--- src/rtl/branch_predictor_if.sv ---
`default_nettype none
// ============================================================================
// Module      : branch_predictor_if
// Description : IF lookup, EX resolution and redirect signals of the branch
//               predictor.
// Revision    : 1.0 - initial release
// ============================================================================
interface branch_predictor_if #(
    parameter int ADDR_W = 32
);
    logic              rdy;
    logic [ADDR_W-1:0] if_pc;
    logic              pred_taken;
    logic [ADDR_W-1:0] pred_pc;
    logic              branch_flag;
    logic [ADDR_W-1:0] branch_pc;
    logic [ADDR_W-1:0] branch_target;
    logic              branch_taken;
    logic              prediction_res;
    logic [ADDR_W-1:0] jumpaddr;
    logic              flush;
    logic [ADDR_W-1:0] flush_pc;
    logic [31:0]       branch_cnt;
    logic [31:0]       mispred_cnt;

    modport master (
        output rdy, if_pc, branch_flag, branch_pc, branch_target,
               branch_taken, prediction_res, jumpaddr,
        input  pred_taken, pred_pc, flush, flush_pc, branch_cnt, mispred_cnt
    );

    modport slave (
        input  rdy, if_pc, branch_flag, branch_pc, branch_target,
               branch_taken, prediction_res, jumpaddr,
        output pred_taken, pred_pc, flush, flush_pc, branch_cnt, mispred_cnt
    );
endinterface
`default_nettype wire

--- src/rtl/branch_predictor.sv ---
`default_nettype none
// ============================================================================
// Module      : branch_predictor
// Description : Direct-mapped BTB with 2-bit counters, mispredict flush/redirect
//               controller and branch statistics.
// Revision    : 1.0 - initial release
// ============================================================================
module branch_predictor #(
    parameter int ENTRIES = 64,
    parameter int ADDR_W  = 32
) (
    input  logic              clk,
    input  logic              rst,
    branch_predictor_if.slave bus
);
    localparam int IDX_W = $clog2(ENTRIES);
    localparam int TAG_W = ADDR_W - IDX_W - 2;

    localparam logic [1:0]  c_ctr_init = 2'b01;
    localparam logic [1:0]  c_ctr_alloc = 2'b10;
    localparam logic [1:0]  c_ctr_max  = 2'b11;
    localparam logic [1:0]  c_ctr_min  = 2'b00;
    localparam logic [31:0] c_cnt_max  = 32'hFFFF_FFFF;

    typedef enum logic [0:0] {
        ST_IDLE  = 1'b0,
        ST_FLUSH = 1'b1
    } state_t;

    logic              r_valid  [ENTRIES];
    logic [TAG_W-1:0]  r_tag    [ENTRIES];
    logic [ADDR_W-1:0] r_target [ENTRIES];
    logic [1:0]        r_ctr    [ENTRIES];

    state_t            r_state;
    logic              r_flush;
    logic [ADDR_W-1:0] r_flush_pc;
    logic [31:0]       r_branch_cnt;
    logic [31:0]       r_mispred_cnt;

    logic [IDX_W-1:0]  w_if_idx;
    logic [TAG_W-1:0]  w_if_tag;
    logic              w_if_hit;
    logic              w_pred_taken;
    logic [IDX_W-1:0]  w_br_idx;
    logic [TAG_W-1:0]  w_br_tag;
    logic              w_br_hit;
    logic              w_unused_bits;

    // Fetch-side lookup reads the registered table only, so a same-cycle
    // update is not visible until the following cycle.
    assign w_if_idx     = bus.if_pc[IDX_W+1:2];
    assign w_if_tag     = bus.if_pc[ADDR_W-1:IDX_W+2];
    assign w_if_hit     = r_valid[w_if_idx] && (r_tag[w_if_idx] == w_if_tag);
    assign w_pred_taken = w_if_hit && r_ctr[w_if_idx][1];

    assign w_br_idx = bus.branch_pc[IDX_W+1:2];
    assign w_br_tag = bus.branch_pc[ADDR_W-1:IDX_W+2];
    assign w_br_hit = r_valid[w_br_idx] && (r_tag[w_br_idx] == w_br_tag);

    assign w_unused_bits = ^{bus.if_pc[1:0], bus.branch_pc[1:0]};

    assign bus.pred_taken  = w_pred_taken;
    assign bus.pred_pc     = w_pred_taken ? r_target[w_if_idx] : bus.if_pc + ADDR_W'(4);
    assign bus.flush       = r_flush;
    assign bus.flush_pc    = r_flush_pc;
    assign bus.branch_cnt  = r_branch_cnt;
    assign bus.mispred_cnt = r_mispred_cnt;

    always_ff @(posedge clk) begin
        if (rst) begin
            for (int i = 0; i < ENTRIES; i++) begin
                r_valid[i] <= 1'b0;
                r_ctr[i]   <= c_ctr_init;
            end
            r_state       <= ST_IDLE;
            r_flush       <= 1'b0;
            r_flush_pc    <= '0;
            r_branch_cnt  <= '0;
            r_mispred_cnt <= '0;
        end else if (bus.rdy) begin
            case (r_state)
                ST_IDLE: begin
                    if (bus.branch_flag) begin
                        if (w_br_hit) begin
                            if (bus.branch_taken) begin
                                if (r_ctr[w_br_idx] != c_ctr_max)
                                    r_ctr[w_br_idx] <= r_ctr[w_br_idx] + 2'd1;
                                r_target[w_br_idx] <= bus.branch_target;
                            end else if (r_ctr[w_br_idx] != c_ctr_min) begin
                                r_ctr[w_br_idx] <= r_ctr[w_br_idx] - 2'd1;
                            end
                        end else if (bus.branch_taken) begin
                            r_valid[w_br_idx]  <= 1'b1;
                            r_tag[w_br_idx]    <= w_br_tag;
                            r_target[w_br_idx] <= bus.branch_target;
                            r_ctr[w_br_idx]    <= c_ctr_alloc;
                        end

                        if (r_branch_cnt != c_cnt_max)
                            r_branch_cnt <= r_branch_cnt + 32'd1;

                        if (!bus.prediction_res) begin
                            if (r_mispred_cnt != c_cnt_max)
                                r_mispred_cnt <= r_mispred_cnt + 32'd1;
                            r_flush    <= 1'b1;
                            r_flush_pc <= bus.jumpaddr;
                            r_state    <= ST_FLUSH;
                        end
                    end
                end
                // Resolutions arriving while flushing come from the wrong path.
                ST_FLUSH: begin
                    r_flush <= 1'b0;
                    r_state <= ST_IDLE;
                end
                default: begin
                    r_flush <= 1'b0;
                    r_state <= ST_IDLE;
                end
            endcase
        end
    end
endmodule
`default_nettype wire

--- src/flat_wrapper.sv ---
// flat-port wrapper written by rule: the top's interface ports become plain ports
module branch_predictor_flat 
#(
    parameter int ENTRIES = 64,
    parameter int ADDR_W  = 32
)
  (clk, rst, bus_rdy, bus_if_pc, bus_branch_flag, bus_branch_pc, bus_branch_target, bus_branch_taken, bus_prediction_res, bus_jumpaddr, bus_pred_taken, bus_pred_pc, bus_flush, bus_flush_pc, bus_branch_cnt, bus_mispred_cnt);
  branch_predictor_if #(.ADDR_W(ADDR_W)) bus_i ();
  input  logic clk;
  input  logic rst;
  input wire logic [$bits(bus_i.rdy)-1:0] bus_rdy;
  input wire logic [$bits(bus_i.if_pc)-1:0] bus_if_pc;
  input wire logic [$bits(bus_i.branch_flag)-1:0] bus_branch_flag;
  input wire logic [$bits(bus_i.branch_pc)-1:0] bus_branch_pc;
  input wire logic [$bits(bus_i.branch_target)-1:0] bus_branch_target;
  input wire logic [$bits(bus_i.branch_taken)-1:0] bus_branch_taken;
  input wire logic [$bits(bus_i.prediction_res)-1:0] bus_prediction_res;
  input wire logic [$bits(bus_i.jumpaddr)-1:0] bus_jumpaddr;
  output wire logic [$bits(bus_i.pred_taken)-1:0] bus_pred_taken;
  output wire logic [$bits(bus_i.pred_pc)-1:0] bus_pred_pc;
  output wire logic [$bits(bus_i.flush)-1:0] bus_flush;
  output wire logic [$bits(bus_i.flush_pc)-1:0] bus_flush_pc;
  output wire logic [$bits(bus_i.branch_cnt)-1:0] bus_branch_cnt;
  output wire logic [$bits(bus_i.mispred_cnt)-1:0] bus_mispred_cnt;
  assign bus_i.rdy = bus_rdy;
  assign bus_i.if_pc = bus_if_pc;
  assign bus_i.branch_flag = bus_branch_flag;
  assign bus_i.branch_pc = bus_branch_pc;
  assign bus_i.branch_target = bus_branch_target;
  assign bus_i.branch_taken = bus_branch_taken;
  assign bus_i.prediction_res = bus_prediction_res;
  assign bus_i.jumpaddr = bus_jumpaddr;
  assign bus_pred_taken = bus_i.pred_taken;
  assign bus_pred_pc = bus_i.pred_pc;
  assign bus_flush = bus_i.flush;
  assign bus_flush_pc = bus_i.flush_pc;
  assign bus_branch_cnt = bus_i.branch_cnt;
  assign bus_mispred_cnt = bus_i.mispred_cnt;
  branch_predictor #(.ENTRIES(ENTRIES), .ADDR_W(ADDR_W)) u_core (.clk(clk), .rst(rst), .bus(bus_i));
endmodule
--- config.mk ---
export PLATFORM = sky130hd
export DESIGN_NAME = branch_predictor_flat
export DESIGN_NICKNAME = d
export VERILOG_FILES = /design/src/rtl/branch_predictor_if.sv /design/src/rtl/branch_predictor.sv /design/src/flat_wrapper.sv
export SDC_FILE = /design/constraint.sdc
export NUM_CORES = 2
export LEC_CHECK = 0
export BUFFER_PORTS_ARGS = -buffer_cell sky130_fd_sc_hd__buf_4
export CAP_MARGIN = 5
export CORE_UTILIZATION = 40
export DETAILED_ROUTE_END_ITERATION = 8
export PLACE_DENSITY = 0.58
export SETUP_SLACK_MARGIN = 0.5
export SYNTH_ARGS = -nofsm -noshare
export SYNTH_HDL_FRONTEND = slang
export SYNTH_SLANG_ARGS = --single-unit
--- constraint.sdc ---
create_clock -name clk -period 8.5 [get_ports clk]
set_input_delay 0.425 -clock clk [delete_from_list [all_inputs] [get_ports clk]]
set_output_delay 0.425 -clock clk [all_outputs]
set_load 0.05 [all_outputs]
==> metrics.log <==
[metrics] Worst Max-Slew Pin Slew: ~1500 ps
[metrics] Clk pwr share: 0.421
[metrics] core region area: 409600 um^2
[metrics] violated checks: capacitance limit, slew limit
[metrics] RePlAce Congestion: ~0.85
[metrics] worst setup slack before clock tree synthesis: about 1700 ps
[metrics] hold path startpoint: bus_branch_target[16]
[metrics] CP bufs+invs: 5
[metrics] VDD IR max: roughly 0.18 mV
[metrics] Cell Rows: 235
[metrics] clock-pin slew on the worst setup and hold paths: 60 ps
[metrics] RR Endpoint: u_core.r_tag[43][13]
[metrics] average via count per standard cell: ~6.3
[metrics] Port Buf Inserts: 261
[metrics] area fraction of the dominant cell type after synthesis: 0.6772
[metrics] synthesized area per cell: ~20 um^2
[metrics] ratio of cells with drive above 1 in the final layout: 0.3098
[metrics] number of DRC violations after detailed-routing iteration 0: 11780
[metrics] TritonCTS clock tree: done
[metrics] logic gate share of total power: 0.067
[metrics] data arrival time of the critical path: 6080 ps
[metrics] number of nets in the final layout: 8752
[metrics] asr flop ratio synth: 0
[metrics] Switching Fraction: 0.2258
[metrics] initial antenna violation count: 53
[metrics] remaining number of nets flagged by the antenna check after routing: 0
[metrics] post-route fraction of the period consumed by the critical path: 0.7649
[metrics] drt first pass iters: 5
[metrics] post-detailed-placement cell area: 174400 um^2
[metrics] global-route wire length before repair: roughly 730 mm
[metrics] most numerous cell in the Yosys netlist: sky130_fd_sc_hd__edfxtp_1
[metrics] peak per-stage delay on the critical path: 970 ps
[metrics] power share of the sequential group: 0.512
[metrics] CP Launch Type: input pin
[metrics] final routed wirelength across all metal layers: between 500 and 600 mm
[metrics] Top-Level Pins: 264
[metrics] final worst slack: 1998 ps
[metrics] FF-to-FF Start: u_core.r_valid[18]
[metrics] Cells on Worst Hold Path: 1
[metrics] number of distinct library cells after synthesis: slightly below 80
[metrics] clock buffer count from CTS: 404
[metrics] area leader, netlist: sky130_fd_sc_hd__edfxtp_1
[metrics] count of unresolved DRC violations after routing: 0
[metrics] maximum number of pins on one net before global-route repair: between 100 and 150
[metrics] gate count of the mapped netlist: 8118
[metrics] DIE HEIGHT: 643.5 um
[metrics] Hold Path Class: input pin to flip-flop
[metrics] critical path class: input pin to primary output
[metrics] starting utilization of the core area: 0.4019
[metrics] total clock sinks: 3874
[metrics] Slew Viols, Final: 1
[metrics] primary flip-flop cell chosen by synthesis mapping: sky130_fd_sc_hd__edfxtp_1
[metrics] register area share after synthesis: 0.6969
[metrics] number of max-cap violations: 1
[metrics] final HPWL from detailed placement: about 300 mm
[metrics] highest achievable clock rate: 153.8 MHz
[metrics] synth top area cells: sky130_fd_sc_hd__edfxtp_1 68%, sky130_fd_sc_hd__mux4_2 19%, sky130_fd_sc_hd__mux2i_1 2.5%
[metrics] leakage component of the power: 0.05884 uW
[metrics] cell area after synthesis: approximately 160000 um^2
[metrics] number of H-tree levels: 5
[metrics] worst hold margin: 69.48 ps
[metrics] root buf cell: sky130_fd_sc_hd__clkbuf_16
[metrics] number of inserted filler cells in the final layout: between 30000 and 40000
[metrics] Clock Path Buffers: 4
[metrics] total negative slack for setup checks: 0 ps
[metrics] grt ovf: 0
[metrics] P per Cell Area: 217.3 nW/um^2
[metrics] routed wirelength normalized by instance count: 36.73 um
[metrics] Clock Skew: 67.76 ps
[metrics] run status: complete, but fails checks
[metrics] overall die area: 414100 um^2
[metrics] Max stage delay cell, worst path: sky130_fd_sc_hd__o31ai_1
[metrics] Hold Vio Cnt, Final: 0
[metrics] slack of the worst reg-to-reg path: 2610 ps
[metrics] source-to-sink clock delay at the later pin of the worst-skew pair: 1010 ps
[metrics] depth of the worst register-to-register path: 12
[metrics] final worst path period need: between 6000 and 7000 ps
[metrics] design internal power: 31700 uW
[metrics] Slew HR: -0.002803
[metrics] Final setup viols: 0
[metrics] gr usage total: 0.2504
[metrics] crit path launch: bus_if_pc[3]
[metrics] Horiz. Die Dim: 643.5 um
[metrics] YS warnings: 0
[metrics] unrepaired setup endpoints after global routing: false
[metrics] Top delay family on crit path: buffers and inverters
[metrics] crit-path cells: buf_8 -> buf_4 -> buf_12 -> o211ai_1 -> o211ai_1 -> o21ai_0 -> o31ai_1 -> a21oi_1 -> or4_1 -> nor4_4 -> buf_12 -> mux2_2 -> buf_4
[metrics] number of storage elements in the synthesis netlist: ~3900
[metrics] EDFF count, synth: 3712
[metrics] synthesis-to-layout area growth: 14.46%
[metrics] Crit Path Max Fanout: 72
[metrics] Final Cell Area: 188400 um^2
[metrics] worst min-delay path endpoint: u_core.r_target[39][16]
[metrics] list of most frequent post-synthesis cells: 3712 x sky130_fd_sc_hd__edfxtp_1, 1405 x sky130_fd_sc_hd__mux4_2, 404 x sky130_fd_sc_hd__mux2i_1
[metrics] net count after synthesis: 8255
[metrics] required time reported for the critical path endpoint: between 8000 and 9000 ps
[metrics] type of element capturing the critical path: primary output
[metrics] net switching power: 9247 uW
[metrics] via count of the first global-routing pass: 91850
[metrics] vias: roughly 90000
-- sequential cells by signal, summed over array words and instances (netlist names) --
name,cells
u_core.bus.branch_cnt,32
u_core.bus.flush,1
u_core.bus.flush_pc,32
u_core.bus.mispred_cnt,32
u_core.r_ctr,128
u_core.r_state,1
u_core.r_tag,1536
u_core.r_target,2048
u_core.r_valid,64
-- layer usage --
| layer | track usage | share of wire | up-vias |
|---|---|---|---|
| met4 | 0.1094 | 0.049 | 10 |
| li1 | - | - | 35720 |
| met2 | 0.4154 | 0.49 | 5023 |
| met1 | 0.3268 | 0.38 | 49730 |
| met3 | 0.04040 | 0.083 | 1074 |
| met5 | 0 | 0.00014 | - |
-- how the worst max path moves through the flow --
stage / to / slack (ps) / cells past startpoint
final: bus_pred_pc[25] / 2000 / 13
after CTS: bus_pred_pc[24] / 2010 / 14
after global routing: bus_pred_pc[24] / 1840 / 14
after detailed placement: u_core.r_tag[33][15] / 1650 / 13
after floorplan: u_core.r_tag[10][0] / 2620 / 18
after global placement: u_core.r_tag[33][15] / 1690 / 15
-- per-stage QoR --
step,instances,total power (uW),util
floorplan,8118,22920,-
global placement,13540,24040,0.4258
detailed placement,13540,24070,0.4259
CTS,14400,41190,0.4597
global route,14420,41960,0.4599
finish,14430,40950,0.4600
-- placed cells by master (no fill, tap or decap), types with 34 or more instances in the layout --
master	instances
sky130_fd_sc_hd__nand3_1	160
sky130_fd_sc_hd__clkinv_1	102
sky130_fd_sc_hd__o32ai_1	57
sky130_fd_sc_hd__nor2_4	68
sky130_fd_sc_hd__buf_4	533
sky130_fd_sc_hd__nor3_2	69
sky130_fd_sc_hd__mux2_2	61
sky130_fd_sc_hd__xnor2_1	60
sky130_fd_sc_hd__a21oi_1	116
sky130_fd_sc_hd__mux4_2	1405
sky130_fd_sc_hd__o22ai_1	45
sky130_fd_sc_hd__buf_12	34
sky130_fd_sc_hd__nand4_1	34
sky130_fd_sc_hd__dlygate4sd3_1	118
sky130_fd_sc_hd__nor4_1	80
sky130_fd_sc_hd__o21ai_0	69
sky130_fd_sc_hd__clkinv_2	74
sky130_fd_sc_hd__clkbuf_16	408
sky130_fd_sc_hd__edfxtp_1	3712
sky130_fd_sc_hd__nand2_1	195
sky130_fd_sc_hd__nor2_1	121
sky130_fd_sc_hd__clkbuf_1	90
sky130_fd_sc_hd__a41o_1	64
sky130_fd_sc_hd__a22oi_1	166
sky130_fd_sc_hd__xor2_1	66
sky130_fd_sc_hd__mux2i_1	404
sky130_fd_sc_hd__dfxtp_1	162
sky130_fd_sc_hd__inv_1	66
-- logic make-up after synthesis --
family / count (synthesis) / synth area share
buffers and inverters: 674 / 0.01831
flip-flops: 3874 / 0.6969
AO/OA/AOI/OAI: 682 / 0.03013
adder cells (fa/ha/maj): 3 / 0.0002281
AND/OR/NAND/NOR: 888 / 0.02669
XOR/XNOR: 126 / 0.006704
multiplexers: 1871 / 0.2210
-- power groups by stage --
stage / clock network [uW] / registers, uW / logic, uW
after floorplan: 0 / 21400 / 1540
after global placement: 0 / 21400 / 2680
after detailed placement: 0 / 21400 / 2710
after CTS: 17500 / 21000 / 2760
after global routing: 18100 / 21000 / 2870
final: 17200 / 21000 / 2760
-- cell type report --
class	instances	area [um^2]	area share
inverter	68	256.5	0.001361
antenna	25	62.56	0.0003321
sequential	3874	114700	0.6089
timing repair buffer	697	6056	0.03214
multi-input combinational	3570	47820	0.2538
clock inverter	241	2116	0.01123
tap	5451	6820	0.03620
clock buffer	499	10560	0.05606
-- timing repair --
item / 4_1_cts / 5_1_grt
buffers inserted: 0 / 0
hold endpoints to repair: 2602 / 1
resized for setup: 0 / 0
hold buffers: 117 / 1
endpoints found under the setup margin: 0 / 0
No activity file was read; power rests on OpenSTA's default activity.
